`src/rtl/dvp_frame_scheduler.sv`:
```
// -----------------------------------------------------------------------------
// dvp_frame_scheduler
// Frame-level sequencer for the DVP test-pattern path. Produces line/frame
// timing (active pixels, horizontal blank, active lines, vertical blank), runs
// a requested number of frames or runs continuously, and stops only on a frame
// boundary. The source select is applied only when a frame starts, so the DVP
// output never switches source in the middle of a frame.
//
// Ports:
//   i_clk          pixel clock, rising edge
//   i_rst          asynchronous active-high reset
//   i_start        start pulse, honoured only while idle
//   i_stop         stop request, takes effect at the end of the current frame
//   i_num_frames   frames to send (0 = continuous), latched on accepted start
//   i_sel_req      requested source (1 = internal pattern, 0 = camera)
//   o_busy         scheduler is running
//   o_de           active pixel
//   o_hblank       busy and not an active pixel
//   o_vblank       vertical blanking lines
//   o_pix_x        pixel position in the line
//   o_line_y       line position in the frame
//   o_frame_start  one-cycle pulse on the first cycle of each frame
//   o_done         one-cycle pulse on the first idle cycle after a run
//   o_frames_sent  frames completed since the last accepted start
//   o_sel          applied source select
// -----------------------------------------------------------------------------
module dvp_frame_scheduler #(
    parameter int H_ACTIVE = 640,
    parameter int H_BLANK  = 384,
    parameter int V_ACTIVE = 120,
    parameter int V_BLANK  = 80,
    parameter int CNT_W    = 12,
    parameter int FCNT_W   = 16
) (
    input  logic              i_clk,
    input  logic              i_rst,
    input  logic              i_start,
    input  logic              i_stop,
    input  logic [FCNT_W-1:0] i_num_frames,
    input  logic              i_sel_req,
    output logic              o_busy,
    output logic              o_de,
    output logic              o_hblank,
    output logic              o_vblank,
    output logic [CNT_W-1:0]  o_pix_x,
    output logic [CNT_W-1:0]  o_line_y,
    output logic              o_frame_start,
    output logic              o_done,
    output logic [FCNT_W-1:0] o_frames_sent,
    output logic              o_sel
);

    localparam logic [CNT_W-1:0]  X_LAST     = CNT_W'(H_ACTIVE + H_BLANK - 1);
    localparam logic [CNT_W-1:0]  Y_LAST     = CNT_W'(V_ACTIVE + V_BLANK - 1);
    localparam logic [CNT_W-1:0]  Y_ACT_LAST = CNT_W'(V_ACTIVE - 1);
    localparam logic [CNT_W-1:0]  H_ACT_C    = CNT_W'(H_ACTIVE);
    localparam logic [CNT_W-1:0]  CNT_ZERO   = {CNT_W{1'b0}};
    localparam logic [FCNT_W-1:0] FCNT_ZERO  = {FCNT_W{1'b0}};
    localparam logic [FCNT_W-1:0] FCNT_ONE   = FCNT_W'(1);

    typedef enum logic [1:0] {
        ST_IDLE   = 2'd0,
        ST_ACTIVE = 2'd1,
        ST_VBLANK = 2'd2
    } state_t;

    state_t            state_r, state_s;
    logic [CNT_W-1:0]  x_r, x_s;
    logic [CNT_W-1:0]  y_r, y_s;
    logic [FCNT_W-1:0] frames_r, frames_s, frames_inc_s;
    logic [FCNT_W-1:0] num_r, num_s;
    logic              stop_pend_r, stop_pend_s;
    logic              sel_r, sel_s;
    logic              fs_s, done_s;
    logic              busy_r, de_r, hblank_r, vblank_r, fs_r, done_r;
    logic              busy_s, de_s;

    // Next-state logic: pixel/line counting, frame boundary decisions.
    always_comb begin
        state_s      = state_r;
        x_s          = x_r;
        y_s          = y_r;
        frames_s     = frames_r;
        num_s        = num_r;
        stop_pend_s  = stop_pend_r;
        sel_s        = sel_r;
        fs_s         = 1'b0;
        done_s       = 1'b0;
        frames_inc_s = frames_r + FCNT_ONE;

        case (state_r)
            ST_IDLE: begin
                if (i_start) begin
                    state_s     = ST_ACTIVE;
                    x_s         = CNT_ZERO;
                    y_s         = CNT_ZERO;
                    frames_s    = FCNT_ZERO;
                    num_s       = i_num_frames;
                    sel_s       = i_sel_req;
                    fs_s        = 1'b1;
                    // A stop on the start edge still yields one whole frame.
                    stop_pend_s = i_stop;
                end else begin
                    state_s = ST_IDLE;
                end
            end
            ST_ACTIVE, ST_VBLANK: begin
                stop_pend_s = stop_pend_r | i_stop;
                if (x_r == X_LAST) begin
                    x_s = CNT_ZERO;
                    if (y_r == Y_LAST) begin
                        y_s      = CNT_ZERO;
                        frames_s = frames_inc_s;
                        // A stop arriving on the frame-end edge ends this frame.
                        if (stop_pend_r || i_stop ||
                            ((num_r != FCNT_ZERO) && (frames_inc_s == num_r))) begin
                            state_s     = ST_IDLE;
                            done_s      = 1'b1;
                            stop_pend_s = 1'b0;
                        end else begin
                            state_s = ST_ACTIVE;
                            sel_s   = i_sel_req;
                            fs_s    = 1'b1;
                        end
                    end else begin
                        y_s = y_r + CNT_W'(1);
                        if (y_r == Y_ACT_LAST) begin
                            state_s = ST_VBLANK;
                        end else begin
                            state_s = state_r;
                        end
                    end
                end else begin
                    x_s = x_r + CNT_W'(1);
                end
            end
            default: begin
                state_s     = ST_IDLE;
                x_s         = CNT_ZERO;
                y_s         = CNT_ZERO;
                stop_pend_s = 1'b0;
            end
        endcase

        busy_s = (state_s != ST_IDLE);
        de_s   = (state_s == ST_ACTIVE) && (x_s < H_ACT_C);
    end

    // State, counters and output flags; flags are decoded from the next state
    // so every output comes straight from a flop.
    always_ff @(posedge i_clk or posedge i_rst) begin
        if (i_rst) begin
            state_r     <= ST_IDLE;
            x_r         <= CNT_ZERO;
            y_r         <= CNT_ZERO;
            frames_r    <= FCNT_ZERO;
            num_r       <= FCNT_ZERO;
            stop_pend_r <= 1'b0;
            sel_r       <= 1'b0;
            busy_r      <= 1'b0;
            de_r        <= 1'b0;
            hblank_r    <= 1'b0;
            vblank_r    <= 1'b0;
            fs_r        <= 1'b0;
            done_r      <= 1'b0;
        end else begin
            state_r     <= state_s;
            x_r         <= x_s;
            y_r         <= y_s;
            frames_r    <= frames_s;
            num_r       <= num_s;
            stop_pend_r <= stop_pend_s;
            sel_r       <= sel_s;
            busy_r      <= busy_s;
            de_r        <= de_s;
            hblank_r    <= busy_s && !de_s;
            vblank_r    <= (state_s == ST_VBLANK);
            fs_r        <= fs_s;
            done_r      <= done_s;
        end
    end

    assign o_busy        = busy_r;
    assign o_de          = de_r;
    assign o_hblank      = hblank_r;
    assign o_vblank      = vblank_r;
    assign o_pix_x       = x_r;
    assign o_line_y      = y_r;
    assign o_frame_start = fs_r;
    assign o_done        = done_r;
    assign o_frames_sent = frames_r;
    assign o_sel         = sel_r;

endmodule

```
`config.mk`:
```
export PLATFORM = sky130hd
export DESIGN_NAME = dvp_frame_scheduler
export DESIGN_NICKNAME = d
export VERILOG_FILES = /design/src/rtl/dvp_frame_scheduler.sv
export SDC_FILE = /design/constraint.sdc
export NUM_CORES = 1
export LEC_CHECK = 0
export ABC_AREA = 0
export CAP_MARGIN = 20
export CELL_PAD_IN_SITES_DETAIL_PLACEMENT = 1
export CELL_PAD_IN_SITES_GLOBAL_PLACEMENT = 2
export CORE_MARGIN = 2
export CORE_UTILIZATION = 35
export DETAILED_ROUTE_END_ITERATION = 12
export PLACE_DENSITY = 0.87
export SLEW_MARGIN = 20
export SYNTH_ARGS = -nofsm -noshare
export SYNTH_HDL_FRONTEND = slang
export SYNTH_SLANG_ARGS = --single-unit
```
`constraint.sdc`:
```
create_clock -name i_clk -period 5.3 [get_ports i_clk]
set_input_delay 0.795 -clock i_clk [delete_from_list [all_inputs] [get_ports i_clk]]
set_output_delay 0.795 -clock i_clk [all_outputs]
set_load 0.02 [all_outputs]
```
=== Word level (Yosys, flattened, before mapping) ===
Index checks and enable logic that the tools add are counted.

* Register bits: 66
* Output and inout port bits: 47
* Logic and storage cells: 81

* $add $sub $neg: 3
* $lt $le $gt $ge: 1
* Equal/unequal tests: 12
* Multiplexer cells: 36
* Bitwise gates (word level): 1
* Reductions and logical operators: 15

{| class="wikitable"
|+ Operator list
! cell !! count
|-
| $mux W12 || 5
|-
| $mux W16 || 3
|-
| $pmux W12 S2 || 2
|-
| $pmux W16 S2 || 1
|-
| $add A12 B1 Y12 const B || 2
|-
| $mux W1 || 18
|-
| $add A16 B1 Y16 const B || 1
|-
| $eq A16 B16 Y1 || 1
|-
| $reduce_bool A16 Y1 || 1
|-
| $eq A12 B10 Y1 const B || 1
|-
| $eq A12 B7 Y1 const B || 1
|-
| $eq A12 B8 Y1 const B || 1
|-
| $lt A12 B10 Y1 const B || 1
|-
| $ne A2 B2 Y1 const B || 4
|-
| $mux W2 || 3
|-
| $pmux W1 S2 || 3
|-
| $reduce_and A5 Y1 || 1
|-
| $eq A2 B1 Y1 const B || 2
|-
| $eq A2 B2 Y1 const B || 2
|-
| $pmux W2 S2 || 1
|-
| $reduce_and A2 Y1 || 2
|-
| $reduce_and A4 Y1 || 1
|-
| $reduce_bool A2 Y1 || 2
|-
| $logic_and A1 B1 Y1 || 3
|-
| 5 further kinds || 6
|}

=== Logic depth before layout (Yosys ltp) ===
* Depth in word-level cells: 12
* Depth in mapped cells: 10
* Gate-level depth less buffers: 9

=== Worst setup path before layout ===
No wires, ideal clock.

* Path kind: flip-flop to flip-flop
* Start point: reg x_r[0], in the netlist o_pix_x[0]
* End point: reg y_r[10], in the netlist o_line_y[10]
* Library setup time: 77 ps
* Data arrival time: 2491 ps
* Data required time: 5223 ps
* Setup slack: 2732 ps
* Cell stages (with the launch flop): 9
* Path buffers: 1
* Clock period less this slack: 2568 ps
* Cell sequence: dfrtp_1 ha_1 nand3_1 or4_1 buf_4 a21oi_4 nand4_1 or3_1 a21oi_1

* Word-level cells in the longest chain between the ends: 3

{| class="wikitable"
|+ Ends and longest elaborated chain
! item !! RTL line !! source
|-
| start: declaration || 68 || <nowiki>logic [CNT_W-1:0] x_r, x_s;</nowiki>
|-
| start signal: assignment || 168 || <nowiki>x_r <= x_s;</nowiki>
|-
| $eq A12 B10 Y1 || 109 || <nowiki>if (x_r == X_LAST) begin</nowiki>
|-
| $ne A2 B2 Y1 (no source line) || n/a ||
|-
| $reduce_and A2 Y1 (no source line) || n/a ||
|-
| end signal: assignment || 169 || <nowiki>y_r <= y_s;</nowiki>
|-
| end: declaration || 69 || <nowiki>logic [CNT_W-1:0] y_r, y_s;</nowiki>
|}

Every way passes these cells.
A chain may end at the register's enable or synchronous reset.

=== Final worst setup path ===
* Start point: reg x_r[0], in the netlist o_pix_x[0]
* End point: reg frames_r[11], in the netlist o_frames_sent[11]

* Word-level cells in the longest chain between the ends: 3

{| class="wikitable"
|+ Ends and longest elaborated chain
! item !! RTL line !! source
|-
| $eq A12 B10 Y1 || 109 ||
|-
| $ne A2 B2 Y1 (no source line) || n/a ||
|-
| $reduce_and A4 Y1 (no source line) || n/a ||
|-
| end signal: assignment || 170 || <nowiki>frames_r <= frames_s;</nowiki>
|-
| end: declaration || 70 || <nowiki>logic [FCNT_W-1:0] frames_r, frames_s, frames_inc_s;</nowiki>
|}

Every way passes these cells.

==> summary.md <==
| Metric | Value |
|---|---|
| Hold violation total from the final report | 0 |
| Worst reg2reg path startpoint | o_pix_x[0] |
| Vias per cell | 5.42 |
| Number of synthesis warnings | 0 |
| Critical path class | flop to flop |
| Antenna violations before repair | 0 |
| Critical path data arrival time | approximately 3300 ps |
| R2R Setup Slk | 2320 ps |
| Core area | 0.0108 sq mm |
| Int Pwr | between 0.7 and 0.8 mW |
| Post-synthesis cell count | 418 |
| DRT Pass-1 Iters | 4 |
| Routed vias | roughly 3400 |
| Register area share after synthesis | 0.430 |
| Switching portion of total power | 0.220 |
| Die width | approximately 110 um |
| Worst Path Required | 5560 ps |
| Placed cells | 605 |
| Setup TNS | 0 ps |
| Routed Antenna Nets | 0 |
| Pin count of the biggest net entering global routing | 50 |
| Post-CTS Setup Inserts | 0 |
| Share of cells above drive strength 1 | 0.0977 |
| Routed len/inst | 17.6 um |
| CP peak stage delay | 800 ps |
| Nets | between 500 and 600 |
| Period utilization | 0.563 |
| Max_cap viols | 0 |
| R2R depth | 8 |
| Gr ovfl total | 0 |
| Synthesized Nets | 444 |
| Most common cell after layout, fill and taps aside | clkdlybuf4s50_1 |
| Clk buf depth | 2 |
| Fraction of power consumed by sequential logic | 0.516 |
| RSZ-0062 raised after global routing | no |
| First-pass GRT wire length | approximately 18 mm |
| Final-report setup violation count | 0 |
| Power density over the cells | a little over 200 mW/mm^2 |
| Syn Area/Cell | 9.19 sq um |
| Overall Global Routing Usage | 0.195 |
| Die area | 0.0118 sq mm |
| Pre-CTS WS | 2300 ps |
| IO buf count | 67 |
| Worst Min Path Start | stop_pend_r |
| Effective utilization at floorplan | 0.356 |
| Clk sinks | 66 |
| CTS Hold Buffers Added | 0 |
| First DRT Iteration DRCs | between 150 and 200 |
| VDD IR-drop max | 0.123 mV |
| Clock share of power | 0.445 |
| Worst slew pin tran | around 830 ps |
| Crit. End Element | flop |
| GPL Wtd Cong | 0.864 |
| Detailed Route WL | 10.9 mm |
| Worst-path clk slew | 70 ps |
| Post-synth EDFFs | 0 |
| Hold WC Path Type | flop to flop |
| Logic pwr share | 0.038 |
| Skew-Pair Late Insertion Delay | 340 ps |
| Net Sw Power | 0.217 mW |
| Layout Area Growth over Synthesis | 24.8% |
| Synth cell types | 61 |
| Outcome | finished clean |
| H-tree depth | 3 |
| Max Freq | 335 MHz |
| Most frequent cells in the layout | clkdlybuf4s50_1, dfrtp_1, nand2_1, o21ai_0, nor2_1 |
| Top FF cell, synth | dfrtp_1 |
| Register bit total from synthesis | 66 |
| Cell Rows | 38 |
| Post-Syn Area | approximately 0.0038 sq mm |
| Fin crit period | 2980 ps |
| Ports | 68 |
| Slack of the critical path | 2320 ps |
| R2r endpoint | o_frames_sent[11] |
| Finished Cell Area | roughly 0.0048 sq mm |
| Layout Skew | about 13 ps |
| Cell Chain, Critical Path | ha_1 -> nand3_1 -> or4_1 -> a21oi_4 -> and2_4 -> nand3_4 -> or3_1 -> o21ai_1 |
| Die height | 109 um |
| CTS tree | yes |
| Post-synthesis async set-or-reset flop share | 1.00 |
| Min-Delay Endpoint | stop_pend_r |
| Worst-path fanout max | 14 |
| Post-DP HPWL | 7.95 mm |
| Vias in the first global route | 3528 |
| CP max-delay cell | or4_1 |
| Placed inst area | 0.00460 sq mm |
| Slew margin rel. | 0.445 |
| Leak | 1.97 nW |
| Post-CTS resize count | 0 |
| Non-Filler Instances | 621 |
| Root Buffer | clkbuf_8 |
| Antenna diode count | 0 |
| Slew Limit Fails | 0 |
| DR DRC count | 0 |
| Critical path startpoint category | flop |
| Hold Path Depth | 1 |
| Num CTS Buffers | 9 |
cell usage after synthesis, types with 3 or more instances:
| cell type | n | share of area |
|---|---|---|
| o21ai_1 | 3 | 0.0039 |
| nor3b_1 | 3 | 0.0059 |
| nor2_1 | 30 | 0.029 |
| a21o_1 | 3 | 0.0059 |
| inv_1 | 10 | 0.0098 |
| buf_2 | 11 | 0.014 |
| nand2b_1 | 7 | 0.011 |
| nand4_1 | 13 | 0.021 |
| o31ai_1 | 13 | 0.025 |
| or2_2 | 3 | 0.0049 |
| xor2_1 | 9 | 0.021 |
| nand3_1 | 22 | 0.029 |
| and2_1 | 4 | 0.0065 |
| xnor2_1 | 14 | 0.032 |
| ha_1 | 5 | 0.016 |
| o21ai_0 | 34 | 0.044 |
| and3_1 | 6 | 0.0098 |
| a31oi_1 | 3 | 0.0049 |
| nor3_1 | 12 | 0.016 |
| nand2_1 | 46 | 0.045 |
| or4_1 | 5 | 0.0098 |
| dfrtp_1 | 66 | 0.43 |
| mux2i_1 | 4 | 0.010 |
| or3_1 | 8 | 0.013 |
| clkbuf_1 | 7 | 0.0068 |
| nor4_1 | 6 | 0.0098 |
| mux2_2 | 16 | 0.047 |
| a21oi_1 | 14 | 0.018 |
state kept, by name, indices dropped and copies added, names as in the netlist:
signal         count
o_done             1
o_frame_start      1
o_pix_x           12
o_vblank           1
o_hblank           1
state_r            2
o_frames_sent     16
num_r             16
o_busy             1
o_sel              1
o_de               1
o_line_y          12
stop_pend_r        1
critical path, delay by kind of cell (launching register included):
| family | cells | cell delay [ps] |
|---|---|---|
| adder cells (fa/ha/maj) | 1 | 210 |
| AO/OA/AOI/OAI | 2 | 410 |
| flip-flops | 1 | 400 |
| AND/OR/NAND/NOR | 5 | 1890 |
area by class of cell:
cell class,instances,area [sq um]
Inverter,10,37.5
Clock inverter,2,35.0
Fill cell,1239,6000
Multi-Input combinational cell,320,2050
Timing Repair Buffer,69,686
Tap cell,140,175
Sequential cell,66,1650
Clock buffer,14,163
power by group through the flow:
| stage | combinational (mW) | clock (mW) | sequential [mW] |
|---|---|---|---|
| 2_1_floorplan | 0.0113 | 0 | 0.520 |
| 3_3_place_gp | 0.0388 | 0 | 0.518 |
| 3_5_place_dp | 0.0391 | 0 | 0.518 |
| 4_1_cts | 0.0392 | 0.455 | 0.509 |
| 5_1_grt | 0.0422 | 0.476 | 0.509 |
| 6_report | 0.0379 | 0.439 | 0.509 |
routing by layer:
layer	vias to the layer above	global-route usage	share of wire
met4	0	0.0531	0.013
li1	1634	-	-
met5	-	0	0
met2	52	0.331	0.49
met3	10	0.0341	0.024
met1	1669	0.256	0.47
per-stage QoR:
step,hold WS (ps),utilization,power [mW]
2_1_floorplan,466,-,0.532
4_1_cts,518,0.444,1.00
3_3_place_gp,478,0.426,0.557
5_1_grt,528,0.444,1.03
3_5_place_dp,501,0.426,0.558
6_report,511,0.444,0.985
cell families (layout without fill, tap and decap cells):
family | after synthesis | after routing | share of synthesized area
adder cells (fa/ha/maj) | 5 | 5 | 0.0163
AND/OR/NAND/NOR | 181 | 181 | 0.254
XOR/XNOR | 23 | 23 | 0.0525
AO/OA/AOI/OAI | 91 | 91 | 0.153
flip-flops | 66 | 66 | 0.430
multiplexers | 20 | 20 | 0.0573
buffers and inverters | 32 | 95 | 0.0371
worst max-delay path by stage:
stage / startpoint / end / slack (ps) / cells past startpoint
floorplan: o_pix_x[0] / o_line_y[10] / 2730 / 8
global placement: o_pix_x[0] / o_frames_sent[11] / 2450 / 8
detailed placement: o_pix_x[0] / o_frames_sent[11] / 2300 / 8
CTS: o_pix_x[0] / o_frames_sent[11] / 2300 / 8
global route: o_pix_x[0] / o_frames_sent[11] / 2080 / 8
finish: o_pix_x[0] / o_frames_sent[11] / 2320 / 8
(Power assumes the default switching activity.)
==> RTL edit 1 (config.mk and constraints unchanged) <==
The parameter `V_BLANK` goes from 80 to 40.
--- a/src/rtl/dvp_frame_scheduler.sv
+++ b/src/rtl/dvp_frame_scheduler.sv
@@ -30,3 +30,3 @@
     parameter int V_ACTIVE = 120,
-    parameter int V_BLANK  = 80,
+    parameter int V_BLANK  = 40,
     parameter int CNT_W    = 12,
Check against the original RTL: same outputs for any inputs over 10 cycles, from zero or initial values and one cycle with i_rst high; that may be too few to reach the edited logic, so the function may still have changed.
==> RTL edit 1 against the unedited design <==
  * Worst setup slack improved by 0.031 ns
  * Critical path depth did not move
  * Sequential power fell by 1%
  * Power rose by 2.0%
  * Hold slack improved by 0.015 ns
  * Sequential cell count did not move
  * Area after synthesis fell by 0.75%
  * Count of clock-buffer cells in the layout fell by 5
  * Cell area rose by 0.57%
  * Routed wire length fell by 1.9%
  * Clock skew fell by 0.0011 ns
  * Sequential share of layout area fell by 0.20 points
  * Highest routed layer unchanged
==> RTL edit 1: results <==
[run_status]
outcome = finished clean

[route]
drtIter0Drc = 144
vias = 3413
drt-met1-wl_um = 4960
wl_um = 10700
dr_wl_met2_um = 5310
post_drt_wl_per_cell_um = 17.3

[synth]
yosysSeqAreaShare = 0.433
netlist_top_cells_area = dfrtp_1 43%, o21ai_0 6.6%, mux2_2 5.3%
syn_nets = 438
yosys.cell_types.count = 55
netlist_instances = 412

[layout]
drive_gt1_frac = 0.108
layout.sequential_cells = 66
multi_input_cells = 317
nonClockBufferCount = 70
multi_input_area_um2 = 2040
inv_count = 11
fillers = 1275
clock_area_frac = 0.0452
nets = 501
num-clock-buffers = 9

[sta]
worst_clock_skew_ns = 0.0120
worst_pin_slew_ns = 0.970

[clock_network]
clk_latency_ns = 0.36

[placed_design]
place.gp.congestion = 0.840
dpl_cell_area_um2 = 4600
hpwlAfterDp_um = 7770
post-place-cells = 604

[grt]
grt_usage = 0.200
use_met3 = 0.0458
grtUsageMet2 = 0.334
grt_pass1_wl_um = 18300
grt_max_degree = 56
grt.met1_usage = 0.264

[setup_path]
cp_max_fo = 12
cp_slowest_cell = o41ai_2
arrival_ns = 3.23
regToRegEndpoint = o_de$_DFF_PP0_
regToRegSetupSlack_ns = 2.35
slowest_delay_ns = 0.90

[power]
p_leak_uw = 0.00203
ir_drop_mv = 0.0912

[die]
floorplan.initialDensity = 0.355
[RTL edit 1: worst min path at each step]
stage | startpoint | endpoint | slack [ns] | cells after the start
after floorplan | stop_pend_r$_DFFE_PP0P_ | stop_pend_r$_DFFE_PP0P_ | 0.49 | 1
final | o_sel$_DFFE_PP0P_ | o_sel$_DFFE_PP0P_ | 0.53 | 1
after global placement | o_sel$_DFFE_PP0P_ | o_sel$_DFFE_PP0P_ | 0.50 | 1
after CTS | o_sel$_DFFE_PP0P_ | o_sel$_DFFE_PP0P_ | 0.53 | 1
after global routing | o_sel$_DFFE_PP0P_ | o_sel$_DFFE_PP0P_ | 0.54 | 1
after detailed placement | o_sel$_DFFE_PP0P_ | o_sel$_DFFE_PP0P_ | 0.50 | 1
[RTL edit 1: power breakdown]
part	switching [uW]	internal (uW)	leakage (uW)	total, uW
clock	212	264	0.000105	476
combinational	12.8	13.6	0.00106	26.3
sequential	0.0000000000000260	503	0.000866	503
[RTL edit 1: per-stage QoR]
stage / worst slack (ns) / utilization
after detailed placement: 2.21 / 0.428
final: 2.35 / 0.449
after floorplan: 2.85 / -
after global routing: 2.04 / 0.449
after global placement: 2.29 / 0.428
after CTS: 2.32 / 0.449
[RTL edit 1: critical path: cells and delay by family (launching register included)]
kind | cells | cell delay, ns
compound gates | 5 | 1.51
fa+ha+maj | 1 | 0.22
flops | 1 | 0.42
simple gates | 2 | 0.71
[RTL edit 1: cells by family (layout without fill, tap and decap cells)]
logic type,after synthesis,count (layout),share of synthesized area
flops,66,66,0.433
compound gates,104,104,0.168
fa+ha+maj,5,5,0.0164
mux,21,21,0.0611
buf+inv,29,97,0.0309
simple gates,165,165,0.235
xor+xnor,22,22,0.0545
==> RTL edit 2 (config.mk and constraints unchanged) <==
Without the edit above. The output `o_de` loses its register stage (`de_r` becomes a continuous assignment).
--- a/src/rtl/dvp_frame_scheduler.sv
+++ b/src/rtl/dvp_frame_scheduler.sv
@@ -160,3 +160,2 @@
             busy_r      <= 1'b0;
-            de_r        <= 1'b0;
             hblank_r    <= 1'b0;
@@ -174,3 +173,2 @@
             busy_r      <= busy_s;
-            de_r        <= de_s;
             hblank_r    <= busy_s && !de_s;
@@ -181,2 +179,4 @@
     end
+
+    assign de_r = de_s;
 
Check against the original RTL: not equivalent (a bounded check fails within 4 cycles, from zero or initial values and one cycle with i_rst high).
==> RTL edit 2 against the unedited design <==
  * Sequential cell count down 1
  * Cell area is 0.18% lower
  * Count of clock-buffer cells in the layout down 1
  * Power up 1.3%
  * Worst setup slack worse by 1.4 ns
  * Register-to-register slack better by 0.02 ns
  * Maximum frequency is 33% lower
  * Utilization is 0.11 points higher
  * Routed wire length decreased by 3.8%
  * Critical path depth is 1 higher
  * Area after synthesis shrank 0.65%
  * Largest cell class unchanged
  * Largest power group unchanged
==> RTL edit 2: results <==
[run_status]
outcome = finished clean

[grt]
grt_pass1_vias = 3497
grt_max_degree = 36
grt_usage = 0.191

[synth]
synth_xor_area_frac = 0.0528
synth-adder-area-share = 0.0164
synthTopCellsByCount = 65 x dfrtp_1, 46 x nand2_1, 34 x o21ai_0
synth_compound_area_frac = 0.154
synthMuxAreaShare = 0.0577
syn_nets = 443
netlist_top_cells_area = dfrtp_1 43%, mux2_2 4.7%, nand2_1 4.5%

[placed_design]
place.gp.congestion = 0.840

[layout]
fillers = 1258
nets = 501
drive_gt1_frac = 0.102

[route]
vias = 3435
drt-met1-wl_um = 4770
met3_wirelength_um = 323
dr_wl_met2_um = 5340
drtIter0Drc = 103
post_drt_wl_per_cell_um = 17.0

[setup_path]
slowest_delay_ns = 0.55
cp_top_family = compound AO/OA/AOI/OAI gates
cp_slowest_cell = clkdlybuf4s50_1
arrival_ns = 3.63
reg2regPathDepth = 8
cp_max_fo = 8

[sta]
worst_pin_slew_ns = 0.822
worst_clock_skew_ns = 0.00661

[power]
p_leak_uw = 0.00197
ir_drop_mv = 0.153
RTL edit 2: stage by stage:
step	cells	hold WS [ns]	area, um2	power, uW	utilization
after floorplan	417	0.466	3810	524	-
after detailed placement	604	0.510	4570	550	0.425
after global placement	604	0.479	4570	550	0.425
final	619	0.514	4780	999	0.445
after global routing	619	0.548	4780	1040	0.445
after CTS	619	0.523	4780	1010	0.445
RTL edit 2: report_power, final:
group	switching [uW]	internal [uW]	total [uW]
Sequential	3.05	498	501
Clock	194	266	460
Combinational	18.8	19.3	38.1
RTL edit 2: layer usage:
layer	global-route usage	vias up
met5	0	-
met1	0.243	1736
met3	0.0410	11
met2	0.330	52
li1	-	1636
met4	0.0421	0
RTL edit 2: worst paths after layout:
kind	to	slack [ns]
setup reg to reg	o_frames_sent[11]$_DFFE_PP0P_	2.34
max in group asynchronous	o_pix_x[8]$_DFF_PP0_	3.49
hold / removal	stop_pend_r$_DFFE_PP0P_	0.51
setup / recovery	o_de	0.87
min in group asynchronous	num_r[9]$_DFFE_PP0P_	0.88
hold reg to reg	stop_pend_r$_DFFE_PP0P_	0.51
RTL edit 2: cells by family after synthesis:
family,Yosys count
DFF,65
adders and majority gates,5
and+or+nand+nor,181
xor gates and xnor gates,23
buffers and inverters,32
AOI/OAI and AO/OA,91
muxes,20
RTL edit 2: cell type report:
cell class / instances / area, um2 / share of cell area
sequential: 65 / 1630 / 0.340
clock buffer: 13 / 179 / 0.0374
tap: 140 / 175 / 0.0366
clock inverter: 2 / 35.0 / 0.00732
timing repair buffer: 69 / 686 / 0.143
inverter: 10 / 37.5 / 0.00785
multi-input combinational: 320 / 2050 / 0.428
